`src/rtl/fft_frame_loader.sv`:
```
// fft_frame_loader
//   Bridges the i2s receiver and the fft core. Incoming i2s samples are
//   truncated to the fft data width and written into one bank of a
//   double-buffered (ping-pong) frame memory. When a bank holds a complete
//   frame and the read side is idle, the banks swap. The completed frame is
//   then streamed to the fft with fft_load/fft_rd, followed by a single
//   fft_start pulse. The read side then waits for fft_done. Capture of the
//   next frame continues in the other bank meanwhile.
//
// Ports
//   clk           system clock
//   reset         synchronous, active-low reset
//   sample_valid  one-cycle strobe, new sample on sample_in
//   sample_in     signed i2s sample (in_width bits)
//   fft_done      fft done flag (level)
//   fft_load      high for exactly N consecutive cycles while a frame streams
//   fft_rd        frame sample for the current load cycle, oldest first
//   fft_start     one-cycle pulse right after the last load cycle
//   busy          read side is not idle
//   overflow      sticky, at least one sample was dropped
module fft_frame_loader #(
  parameter int width    = 16,
  parameter int N_2      = 5,
  parameter int in_width = 24
) (
  input  logic                clk,
  input  logic                reset,
  input  logic                sample_valid,
  input  logic [in_width-1:0] sample_in,
  input  logic                fft_done,
  output logic                fft_load,
  output logic [width-1:0]    fft_rd,
  output logic                fft_start,
  output logic                busy,
  output logic                overflow
);

  localparam int N = 1 << N_2;

  typedef enum logic [1:0] {
    S_IDLE  = 2'd0,
    S_LOAD  = 2'd1,
    S_START = 2'd2,
    S_WAIT  = 2'd3
  } state_t;

  // Frame memory: address = {bank, index}.
  logic [width-1:0] mem [0:2*N-1];

  // Write side state
  logic           wr_bank_q, wr_bank_d;
  logic [N_2-1:0] wr_idx_q,  wr_idx_d;
  logic           full_q,    full_d;
  logic           overflow_q, overflow_d;

  // Read side state
  state_t         state_q;
  logic           rd_bank_q;
  logic [N_2-1:0] ld_idx_q;
  logic           fft_load_q;
  logic           fft_start_q;
  logic [width-1:0] fft_rd_q;

  logic           swap;
  logic           wr_en;
  logic           drop;
  logic           wr_bank_sel;
  logic [N_2:0]   wr_addr;
  logic [N_2:0]   rd_addr;
  logic [width-1:0] wr_data;

  // A swap hands the full bank to the read side. The write side is already
  // pointing at index 0 (it wrapped when the bank filled), so a sample that
  // arrives in the swap cycle goes straight into index 0 of the new bank.
  assign swap        = full_q && (state_q == S_IDLE);
  assign wr_en       = sample_valid && (!full_q || swap);
  assign drop        = sample_valid && full_q && !swap;
  assign wr_bank_sel = swap ? ~wr_bank_q : wr_bank_q;
  assign wr_addr     = {wr_bank_sel, wr_idx_q};
  assign rd_addr     = {rd_bank_q, ld_idx_q};

  // Keep the top bits; plain truncation keeps the sign bit in place.
  assign wr_data = sample_in[in_width-1 -: width];

  generate
    if (in_width > width) begin : g_lsbs
      logic sample_lsbs_unused;
      assign sample_lsbs_unused = ^sample_in[in_width-width-1:0];
    end
  endgenerate

  always_ff @(posedge clk) begin
    if (wr_en) begin
      mem[wr_addr] <= wr_data;
    end
  end

  always_comb begin
    wr_bank_d  = wr_bank_q;
    wr_idx_d   = wr_idx_q;
    full_d     = full_q;
    overflow_d = overflow_q;
    if (swap) begin
      wr_bank_d = ~wr_bank_q;
      full_d    = 1'b0;
    end
    if (wr_en) begin
      wr_idx_d = wr_idx_q + 1'b1;
      if (&wr_idx_q) begin
        full_d = 1'b1;
      end
    end
    if (drop) begin
      overflow_d = 1'b1;
    end
  end

  always_ff @(posedge clk) begin
    if (!reset) begin
      wr_bank_q  <= 1'b0;
      wr_idx_q   <= '0;
      full_q     <= 1'b0;
      overflow_q <= 1'b0;
    end else begin
      wr_bank_q  <= wr_bank_d;
      wr_idx_q   <= wr_idx_d;
      full_q     <= full_d;
      overflow_q <= overflow_d;
    end
  end

  // Read FSM. fft_load and fft_rd come from the same edge, so they stay
  // aligned; fft_rd simply holds outside LOAD.
  always_ff @(posedge clk) begin
    if (!reset) begin
      state_q     <= S_IDLE;
      rd_bank_q   <= 1'b0;
      ld_idx_q    <= '0;
      fft_load_q  <= 1'b0;
      fft_start_q <= 1'b0;
      fft_rd_q    <= '0;
    end else begin
      fft_load_q  <= 1'b0;
      fft_start_q <= 1'b0;
      case (state_q)
        S_IDLE: begin
          if (full_q) begin
            rd_bank_q <= wr_bank_q;
            ld_idx_q  <= '0;
            state_q   <= S_LOAD;
          end
        end
        S_LOAD: begin
          fft_load_q <= 1'b1;
          fft_rd_q   <= mem[rd_addr];
          ld_idx_q   <= ld_idx_q + 1'b1;
          if (&ld_idx_q) begin
            state_q <= S_START;
          end
        end
        S_START: begin
          fft_start_q <= 1'b1;
          state_q     <= S_WAIT;
        end
        S_WAIT: begin
          // The fft clears done when it is loaded, so a level that is
          // already high here belongs to the frame just sent.
          if (fft_done) begin
            state_q <= S_IDLE;
          end
        end
        default: state_q <= S_IDLE;
      endcase
    end
  end

  assign fft_load  = fft_load_q;
  assign fft_rd    = fft_rd_q;
  assign fft_start = fft_start_q;
  assign busy      = (state_q != S_IDLE);
  assign overflow  = overflow_q;

endmodule

```
`config.mk`:
```
export PLATFORM = sky130hd
export DESIGN_NAME = fft_frame_loader
export DESIGN_NICKNAME = d
export VERILOG_FILES = /design/src/rtl/fft_frame_loader.sv
export SDC_FILE = /design/constraint.sdc
export NUM_CORES = 1
export LEC_CHECK = 0
export CAP_MARGIN = 0
export CORE_MARGIN = 2
export CORE_UTILIZATION = 55
export DETAILED_ROUTE_END_ITERATION = 10
export HOLD_SLACK_MARGIN = 0.1
export MAX_ROUTING_LAYER = met4
export PLACE_DENSITY = 0.71
export SLEW_MARGIN = 20
export SYNTH_ARGS = -nofsm -noshare
export SYNTH_HDL_FRONTEND = slang
export SYNTH_SLANG_ARGS = --single-unit
```
`constraint.sdc`:
```
create_clock -name clk -period 4.7 [get_ports clk]
set_clock_uncertainty 0.05 [all_clocks]
set_input_delay 1.175 -clock clk [delete_from_list [all_inputs] [get_ports clk]]
set_output_delay 1.175 -clock clk [all_outputs]
set_load 0.005 [all_outputs]
```
After elaboration in Yosys (flattened, before gate mapping)
Memory sizes are Yosys's and may differ from the RTL's. A register that Yosys moved wholly into a read port is not among the register bits.
Cells that the tools add are included.
W data, S select, Z words.
- muxes and demuxes: 14
- eq/ne operators: 6
- reductions and logical operators: 16
- add/sub/neg operators: 2
- bitwise gates (word level): 1
- operators with widths (cell ; number):
    $add A5 B1 Y5 const B ; 2
    $pmux W5 S2 ; 1
    $reduce_and A5 Y1 ; 2
    $mux W1 ; 8
    $pmux W2 S4 ; 1
    $mux W2 ; 3
    $ne A2 B2 Y1 const B ; 3
    $mux W5 ; 1
    $eq A2 B2 Y1 const B ; 2
    $logic_and A1 B1 Y1 ; 4
    $reduce_and A2 Y1 ; 2
    $reduce_bool A2 Y1 ; 2
    $logic_not A1 Y1 ; 3
    $reduce_and A3 Y1 ; 1
    $eq A2 B1 Y1 const B ; 1
    $logic_not A2 Y1 ; 1
    $logic_or A1 B1 Y1 ; 1
    $not A1 Y1 ; 1
- memory bits (writable): 1024
- output and inout bits: 20
- input bits: 28
- word-level logic and storage cells: 49
- bits in registers: 18
- memories kept: 1
- memory list (name ; depth ; bits a word ; read ports ; clocked after memory_dff ; wr ports ; line ; RTL):
    mem ; 64 ; 16 ; 1 ; 1 ; 1 ; 48 ; logic [width-1:0] mem [0:2*N-1];

Depth between registers and ports, before layout
Gate-level depths: netlist of run 1.
- depth after elaboration: 6
- gate-level depth with buffers: 10

Worst setup path after synthesis of run 1
OpenSTA, ideal clock, no wires.
- kind: input to register
- start point: in sample_valid
- end point: mem mem[39][0], enable pin
- library setup time: 0.409 ns
- path buffers: 1
- data arrival time: 3.129 ns
- stages on the path: 5
- path slack: 1.112 ns
- required time: 4.241 ns
- path through: and2_1 > clkbuf_1 > nand4_1 > or2_1 > nor3_1
- longest elaborated chain between the ends: 3
- ends and longest elaborated chain (item ; line ; RTL):
    from (decl) ; 28 ; input logic sample_valid,
    $logic_and A1 B1 Y1 ; 76 ; assign wr_en = sample_valid && (!full_q || swap);
    $mux W1 ; 93 ; if (wr_en) begin
    $mux W1 (not written as such) ; 94 ; mem[wr_addr] <= wr_data;
    to (decl) ; 48 ;
Every way passes these cells.

Worst setup path after layout of run 1
- start point: reg state_q[0]
- end point: out busy
- longest elaborated chain between the ends: 1
- ends and longest elaborated chain (item ; line ; RTL):
    from (decl) ; 57 ; state_t state_q;
    from (signal assigned) ; 136 ; state_q <= S_IDLE;
    from (signal assigned) ; 150 ; state_q <= S_LOAD;
    from (signal assigned) ; 158 ; state_q <= S_START;
    $reduce_bool A2 Y1 ; 180 ; assign busy = (state_q != S_IDLE);
    to (decl) ; 34 ; output logic busy,
Every way passes these cells.

==> results.rst, run 1 <==
.. list-table::
   :header-rows: 1

   * - Metric
     - Value
   * - Slew at the pin with the worst max-slew slack
     - 1.12 ns
   * - Data arrival at the endpoint of the critical path
     - 2.19 ns
   * - Floorplan row count
     - 100
   * - Prevailing post-synth register cell
     - sky130_fd_sc_hd__edfxtp_1
   * - Antenna violations before repair
     - 0
   * - Critical Path Start Type
     - register
   * - PortBufs
     - 39
   * - Initial core utilization
     - 55.2%
   * - Worst setup margin
     - 1.28 ns
   * - Largest cells by area after synthesis
     - sky130_fd_sc_hd__edfxtp_1 75%, sky130_fd_sc_hd__mux4_2 7.0%, sky130_fd_sc_hd__mux2_2 5.3%
   * - Syn Area/Cell
     - 19.2 um^2
   * - Post-Synthesis Net Count
     - 2166
   * - Clk Latency, worst-skew pair
     - 0.65 ns
   * - Via total after detailed routing
     - 20909
   * - Wire length of the first global-routing pass
     - 137000 um
   * - Final setup TNS
     - 0 ns
   * - Average wire length per cell after detail routing
     - 28.2 um
   * - Leftover overflow at the end of global routing
     - 0
   * - CTS tree
     - built
   * - Routability cong.
     - 0.882
   * - Die area
     - 76600 um^2
   * - Die Height
     - 277 um
   * - Source of the critical timing path
     - state_q[0]$_SDFFE_PN0P_
   * - Number of H-tree levels
     - 3
   * - Number of global-route vias before repair
     - 20386
   * - Sequential area share after synthesis
     - 76.8%
   * - Final count of hold timing violations
     - 0
   * - CTS Buffer Depth
     - 3
   * - Flip-flop and latch count after synthesis
     - 1058
   * - Initial DRT Pass Iterations
     - 7
   * - Synth Warn #
     - 0
   * - Fraction of layout cells with a size suffix above 1
     - 26.6%
   * - Netlist cell types
     - 40
   * - CORE AREA
     - 74100 um^2
   * - DR iter-0 viols
     - 2654
   * - Share of the clock period used by the worst path
     - 72.7%
   * - Die boundary width
     - 277 um
   * - Residual antenna-violating net count after detailed routing
     - 0
   * - Final wirelength
     - 93700 um
   * - Outcome
     - completed
   * - Post-CTS Setup Repair Bufs
     - 0
   * - Total setup violations reported at the end of the flow
     - 0
   * - Slew Viols, Final
     - 0
   * - Launch instance of the worst min-delay path
     - fft_rd[9]$_SDFFE_PN0N_
   * - Startpoint of the most critical register-to-register path
     - ld_idx_q[2]$_SDFFE_PN0P_
   * - Class of the most critical hold timing path
     - register to register
   * - CP Class
     - register to primary output
   * - Synth cell count leaders
     - 1024 x sky130_fd_sc_hd__edfxtp_1, 192 x sky130_fd_sc_hd__mux2_2, 128 x sky130_fd_sc_hd__mux4_2
   * - Detail-routed via count per cell
     - 6.30
   * - Worst endpoint required time
     - 3.47 ns
   * - Count leader, synth
     - sky130_fd_sc_hd__edfxtp_1
   * - Setup Slack @ Placement
     - 0.916 ns
   * - Maximum fanout along the worst path
     - 6
   * - Worst-case headroom to the max-slew limit
     - 25.5%
   * - Nets
     - 2302
   * - # diodes
     - 0
   * - Nature of the critical path endpoint
     - primary output
   * - Syn Inst Count
     - 2129
   * - Clock tree root driver cell
     - sky130_fd_sc_hd__clkbuf_16
   * - Post-route DRC violation count
     - 0
   * - CTS Hold Bufs
     - 0
   * - Unrepaired setup endpoints after global routing
     - no
   * - Power density cells
     - 413 nW/um^2
   * - Share of flip-flops with an asynchronous set or reset after synthesis
     - 0%
   * - Peak VDD IR
     - 337 uV
   * - Total of max-cap violations
     - 0
   * - Time the final worst path needs with I/O delays and setup
     - 3.42 ns
   * - Pin count of the biggest net entering global routing
     - 86
   * - Resize count post-CTS
     - 0
   * - Relative area change from synthesis to final layout
     - 13.0%
   * - Fmax
     - 293 MHz
   * - Global-route usage over all layers
     - 25.3%
   * - Top Ports
     - 48
   * - CTS buffer count
     - 101
   * - Clock Pin Slew Worst Setup and Hold Paths
     - 0.07 ns
   * - Leading area contributor after synthesis
     - sky130_fd_sc_hd__edfxtp_1
   * - Leakage power
     - 0.0144 uW
   * - Yosys top cell area share
     - 75.1%
   * - Clock tree sinks
     - 1058
   * - Cell Area, Synth
     - 40900 um^2
   * - Dpl hpwl
     - 57200 um
   * - Number of enable flip-flop cells after synthesis
     - 1024
power by group:
part | switching, uW | internal [uW] | leakage (uW)
sequential | 49.3 | 10400 | 0.00949
clock | 3340 | 4710 | 0.00163
combinational | 407 | 205 | 0.00330
logic make-up after synthesis:
family	synth area share (%)
simple gates	4.05
xor+xnor	0.0856
buf+inv	1.48
fa+ha+maj	0.275
flops	76.8
mux	12.4
compound gates	4.92
critical path: stages (launching register included):
cell                              delay [ns]
sky130_fd_sc_hd__dfxtp_1                0.39
sky130_fd_sc_hd__inv_1                  0.10
sky130_fd_sc_hd__ha_1                   0.30
sky130_fd_sc_hd__inv_1                  0.20
sky130_fd_sc_hd__clkdlybuf4s50_1        0.55
worst paths after layout:
path / slack, ns / cells past startpoint / endpoint
worst min-delay path: 0.51 / 2 / fft_rd[9]$_SDFFE_PN0N_
worst max register to register: 1.35 / 5 / fft_rd[13]$_SDFFE_PN0N_
worst max-delay path: 1.28 / 4 / busy
worst min register to register: 0.51 / 2 / fft_rd[9]$_SDFFE_PN0N_
registers in the layout, indices dropped and copies added, names as in the netlist:
signal,cells
fft_load,1
mem,1024
overflow,1
wr_bank_q,1
fft_rd,16
fft_start,1
wr_idx_q,5
rd_bank_q,1
ld_idx_q,5
state_q,2
full_q,1
placed cells by master (no fill, tap or decap), types with 3 or more instances in the layout:
cell,netlist,routed
sky130_fd_sc_hd__bufinv_16,0,9
sky130_fd_sc_hd__o221ai_1,16,16
sky130_fd_sc_hd__ha_1,9,9
sky130_fd_sc_hd__inv_1,6,6
sky130_fd_sc_hd__a211oi_1,64,64
sky130_fd_sc_hd__clkbuf_16,0,106
sky130_fd_sc_hd__nor4_1,32,32
sky130_fd_sc_hd__clkbuf_8,0,7
sky130_fd_sc_hd__clkinv_1,0,20
sky130_fd_sc_hd__a21boi_0,5,5
sky130_fd_sc_hd__edfxtp_1,1024,1024
sky130_fd_sc_hd__a22o_1,64,64
sky130_fd_sc_hd__nor2b_1,73,72
sky130_fd_sc_hd__mux4_2,128,128
sky130_fd_sc_hd__buf_12,0,8
sky130_fd_sc_hd__nor3_1,66,64
sky130_fd_sc_hd__o22ai_1,64,64
sky130_fd_sc_hd__clkinv_2,0,18
sky130_fd_sc_hd__or2_2,2,3
sky130_fd_sc_hd__clkinvlp_4,0,5
sky130_fd_sc_hd__nand2_1,22,22
sky130_fd_sc_hd__nor2_1,69,67
sky130_fd_sc_hd__inv_6,0,3
sky130_fd_sc_hd__nand3b_1,17,17
sky130_fd_sc_hd__buf_2,31,16
sky130_fd_sc_hd__nand3_1,9,9
sky130_fd_sc_hd__clkdlybuf4s50_1,0,23
sky130_fd_sc_hd__mux2_2,192,192
sky130_fd_sc_hd__buf_4,0,115
sky130_fd_sc_hd__clkbuf_1,68,18
sky130_fd_sc_hd__and2_1,7,7
sky130_fd_sc_hd__and3_1,5,3
sky130_fd_sc_hd__xnor2_1,3,3
sky130_fd_sc_hd__o21ai_0,68,68
sky130_fd_sc_hd__dfxtp_1,34,32
cell type report:
type,instances,area (um^2)
clock buffers,131,2820
clock inverters,56,515
fillers,5022,27800
inverters,6,22.5
multi-input cells,936,8910
flip-flops and latches,1058,31400
well taps,969,1210
repair buffers,162,1330
routing by layer:
metal / track usage [%] / vias up / share of wire, %
li1: - / 8983 / -
met1: 36.8 / 10830 / 42
met2: 37.4 / 943 / 46
met3: 3.86 / 153 / 8.5
met4: 7.76 / 0 / 2.8
met5: - / - / 0
stage by stage:
step	cell area [um^2]	hold slack, ns	instances	total power (uW)	utilization [%]
2_1_floorplan	40900	0.432	2129	10900	-
3_3_place_gp	42900	0.450	3130	11200	57.9
3_5_place_dp	42900	0.474	3131	11200	57.9
4_1_cts	46300	0.496	3318	19200	62.4
5_1_grt	46300	0.524	3318	19600	62.4
6_report	46300	0.505	3318	19100	62.4
(Power assumes the default switching activity.)
==> run 2: changes to the inputs <==
Clock period 4.7 ns to 3.23 ns, I/O delays scaled along.
==> results.rst, run 2 (synthesis results as in run 1) <==
.. list-table::
   :header-rows: 1

   * - Metric
     - Value
   * - Outcome
     - completed
   * - Unrepaired setup endpoints after global routing
     - no
   * - Number of global-route vias before repair
     - 21138 (+3.7%)
   * - CTS Hold Bufs
     - 0 (unchanged)
   * - Average wire length per cell after detail routing
     - 28.1 um (-0.43%)
   * - Die Height
     - 277 um (unchanged)
   * - Clock tree sinks
     - 1058 (unchanged)
   * - Wire length of the first global-routing pass
     - 139000 um (+1.7%)
   * - Non-filler instance count after layout
     - 3354 (+1.1%)
   * - Slew at the pin with the worst max-slew slack
     - 0.987 ns (-0.131 ns)
   * - Final setup TNS
     - 0 ns (unchanged)
   * - DR iter-0 viols
     - 2492 (-6.1%)
   * - Placed Cells
     - 3164 (+1.1%)
   * - Clock tree root driver cell
     - sky130_fd_sc_hd__clkbuf_16
   * - Time the final worst path needs with I/O delays and setup
     - 3.01 ns
   * - Number of H-tree levels
     - 3 (unchanged)
   * - Smallest hold slack
     - 0.475 ns (-0.0303 ns)
   * - Launch instance of the worst min-delay path
     - wr_bank_q$_SDFF_PN0_
   * - CP Class
     - register to register
   * - Total of max-cap violations
     - 0 (unchanged)
   * - Leakage power
     - 0.0147 uW (+2.0%)
   * - Routability cong.
     - 0.871 (-1.3%)
   * - Die boundary width
     - 277 um (unchanged)
   * - CTS buffer count
     - 103 (+2.0%)
   * - Data arrival at the endpoint of the critical path
     - 3.45 ns (+1.26 ns)
   * - Clk Latency, worst-skew pair
     - 0.66 ns (about the same)
   * - Initial DRT Pass Iterations
     - 6 (-1)
   * - Nature of the critical path endpoint
     - register
   * - Most common library cell in the layout ignoring fill and taps
     - sky130_fd_sc_hd__edfxtp_1
   * - Top Ports
     - 48 (unchanged)
   * - Leftover overflow at the end of global routing
     - 0 (unchanged)
   * - Pin count of the biggest net entering global routing
     - 88 (+2.3%)
   * - Share of the clock period used by the worst path
     - 93.1%
   * - Fmax
     - 333 MHz
   * - Fraction of layout cells with a size suffix above 1
     - 27.3% (+0.77 points)
   * - Antenna violations before repair
     - 0 (unchanged)
   * - Nets
     - 2338 (+1.6%)
   * - Global-route usage over all layers
     - 25.5% (+0.25 points)
   * - Source of the critical timing path
     - ld_idx_q[2]$_SDFFE_PN0P_
   * - List of cells traversed by the critical path
     - buf_12 -> mux2_2 -> o22ai_1 -> nor3_1 -> nor4_1 -> o221ai_1
   * - Peak VDD IR
     - 447 uV (+33%)
   * - PortBufs
     - 39 (unchanged)
   * - Die area
     - 76600 um^2 (unchanged)
   * - CP max-delay cell
     - sky130_fd_sc_hd__dfxtp_4
   * - Maximum fanout along the worst path
     - 87 (+81)
   * - Via total after detailed routing
     - 21277 (+1.8%)
   * - Critical Path Start Type
     - register
   * - Leading cell types in the layout, fill and taps excluded
     - 1024 x sky130_fd_sc_hd__edfxtp_1, 192 x sky130_fd_sc_hd__mux2_2, 128 x sky130_fd_sc_hd__mux4_2
   * - Worst endpoint required time
     - 3.68 ns (+0.21 ns)
   * - Final count of hold timing violations
     - 0 (unchanged)
   * - CTS Buffer Depth
     - 3 (unchanged)
   * - Post-route DRC violation count
     - 0 (unchanged)
   * - Largest register FFs
     - 1024 (unchanged)
   * - Slew Viols, Final
     - 0 (unchanged)
   * - Biggest register
     - mem
   * - CTS tree
     - built
   * - Power density cells
     - 588 nW/um^2 (+42%)
   * - Resize count post-CTS
     - 0 (unchanged)
   * - Worst-case headroom to the max-slew limit
     - 33.6% (+8.1 points)
   * - Total setup violations reported at the end of the flow
     - 0 (unchanged)
   * - Residual antenna-violating net count after detailed routing
     - 0 (unchanged)
   * - # diodes
     - 0 (unchanged)
   * - Final wirelength
     - 94300 um (+0.65%)
   * - Initial core utilization
     - 55.2% (unchanged)
   * - Relative area change from synthesis to final layout
     - 14.8%
   * - Max stage delay on crit path
     - 0.73 ns (+0.18 ns)
   * - Class of the most critical hold timing path
     - register to register
   * - Dpl hpwl
     - 59000 um (+3.1%)
   * - CORE AREA
     - 74100 um^2 (unchanged)
   * - Startpoint of the most critical register-to-register path
     - ld_idx_q[2]$_SDFFE_PN0P_
   * - Clock Pin Slew Worst Setup and Hold Paths
     - 0.06 ns (about the same)
   * - Floorplan row count
     - 100 (unchanged)
   * - Detail-routed via count per cell
     - 6.34 (+0.67%)
[run 2: where the power goes]
part           internal (uW)  switching (uW)
sequential             15100            78.2
clock                   6570            4920
combinational            337             581
[run 2: path summary, 6_finish.rpt]
| path | slack, ns | to | cells after the start |
|---|---|---|---|
| hold reg to reg | 0.47 | rd_bank_q$_SDFFE_PN0P_ | 2 |
| setup reg to reg | 0.22 | fft_rd[11]$_SDFFE_PN0N_ | 6 |
| hold / removal | 0.47 | rd_bank_q$_SDFFE_PN0P_ | 2 |
| setup / recovery | 0.22 | fft_rd[11]$_SDFFE_PN0N_ | 6 |
[run 2: stage by stage]
| stage | setup slack, ns | total power [uW] | area, um^2 | utilization [%] |
|---|---|---|---|---|
| global route | 0.0908 | 28300 | 47000 | 63.4 |
| finish | 0.223 | 27600 | 47000 | 63.4 |
| CTS | 0.105 | 27700 | 47000 | 63.4 |
| floorplan | 0.00937 | 15800 | 40900 | - |
| detailed placement | 0.131 | 16400 | 43700 | 59.0 |
| global placement | 0.131 | 16400 | 43700 | 59.0 |
[run 2: what timing repair did]
item | 4_1_cts | 5_1_grt
hold endpoints to repair | 0 | 0
buffers inserted | 0 | 1
endpoints found under the setup margin | 0 | 1
[run 2: final cells by class]
cell class | count | area [um^2]
Clock buffer | 136 | 2760
Clock inverter | 53 | 458
Fill cell | 4976 | 27100
Inverter | 6 | 22.5
Multi-Input combinational cell | 936 | 8910
Sequential cell | 1058 | 31400
Tap cell | 969 | 1210
Timing Repair Buffer | 196 | 2160
[run 2: critical path, delay by kind of cell, from the launching register on]
family	cells	cell delay (ns)
compound gates	2	0.55
buf+inv	1	0.42
mux	1	0.39
simple gates	2	0.60
flops	1	0.73
[run 2: per-layer routing]
metal | wire, um | vias up | global-route usage [%]
met1 | 39300 | 11105 | 36.6
met3 | 8540 | 129 | 4.88
met5 | 0 | - | -
met2 | 44100 | 983 | 37.9
met4 | 2350 | 0 | 7.25
li1 | - | 9060 | -
==> run 3: changes to the inputs <==
Settings changed: CTS_CLUSTER_SIZE set to 40.
==> results of run 3 <==
Same layout as run 2: the final DEF is identical, and so are final timing and power.
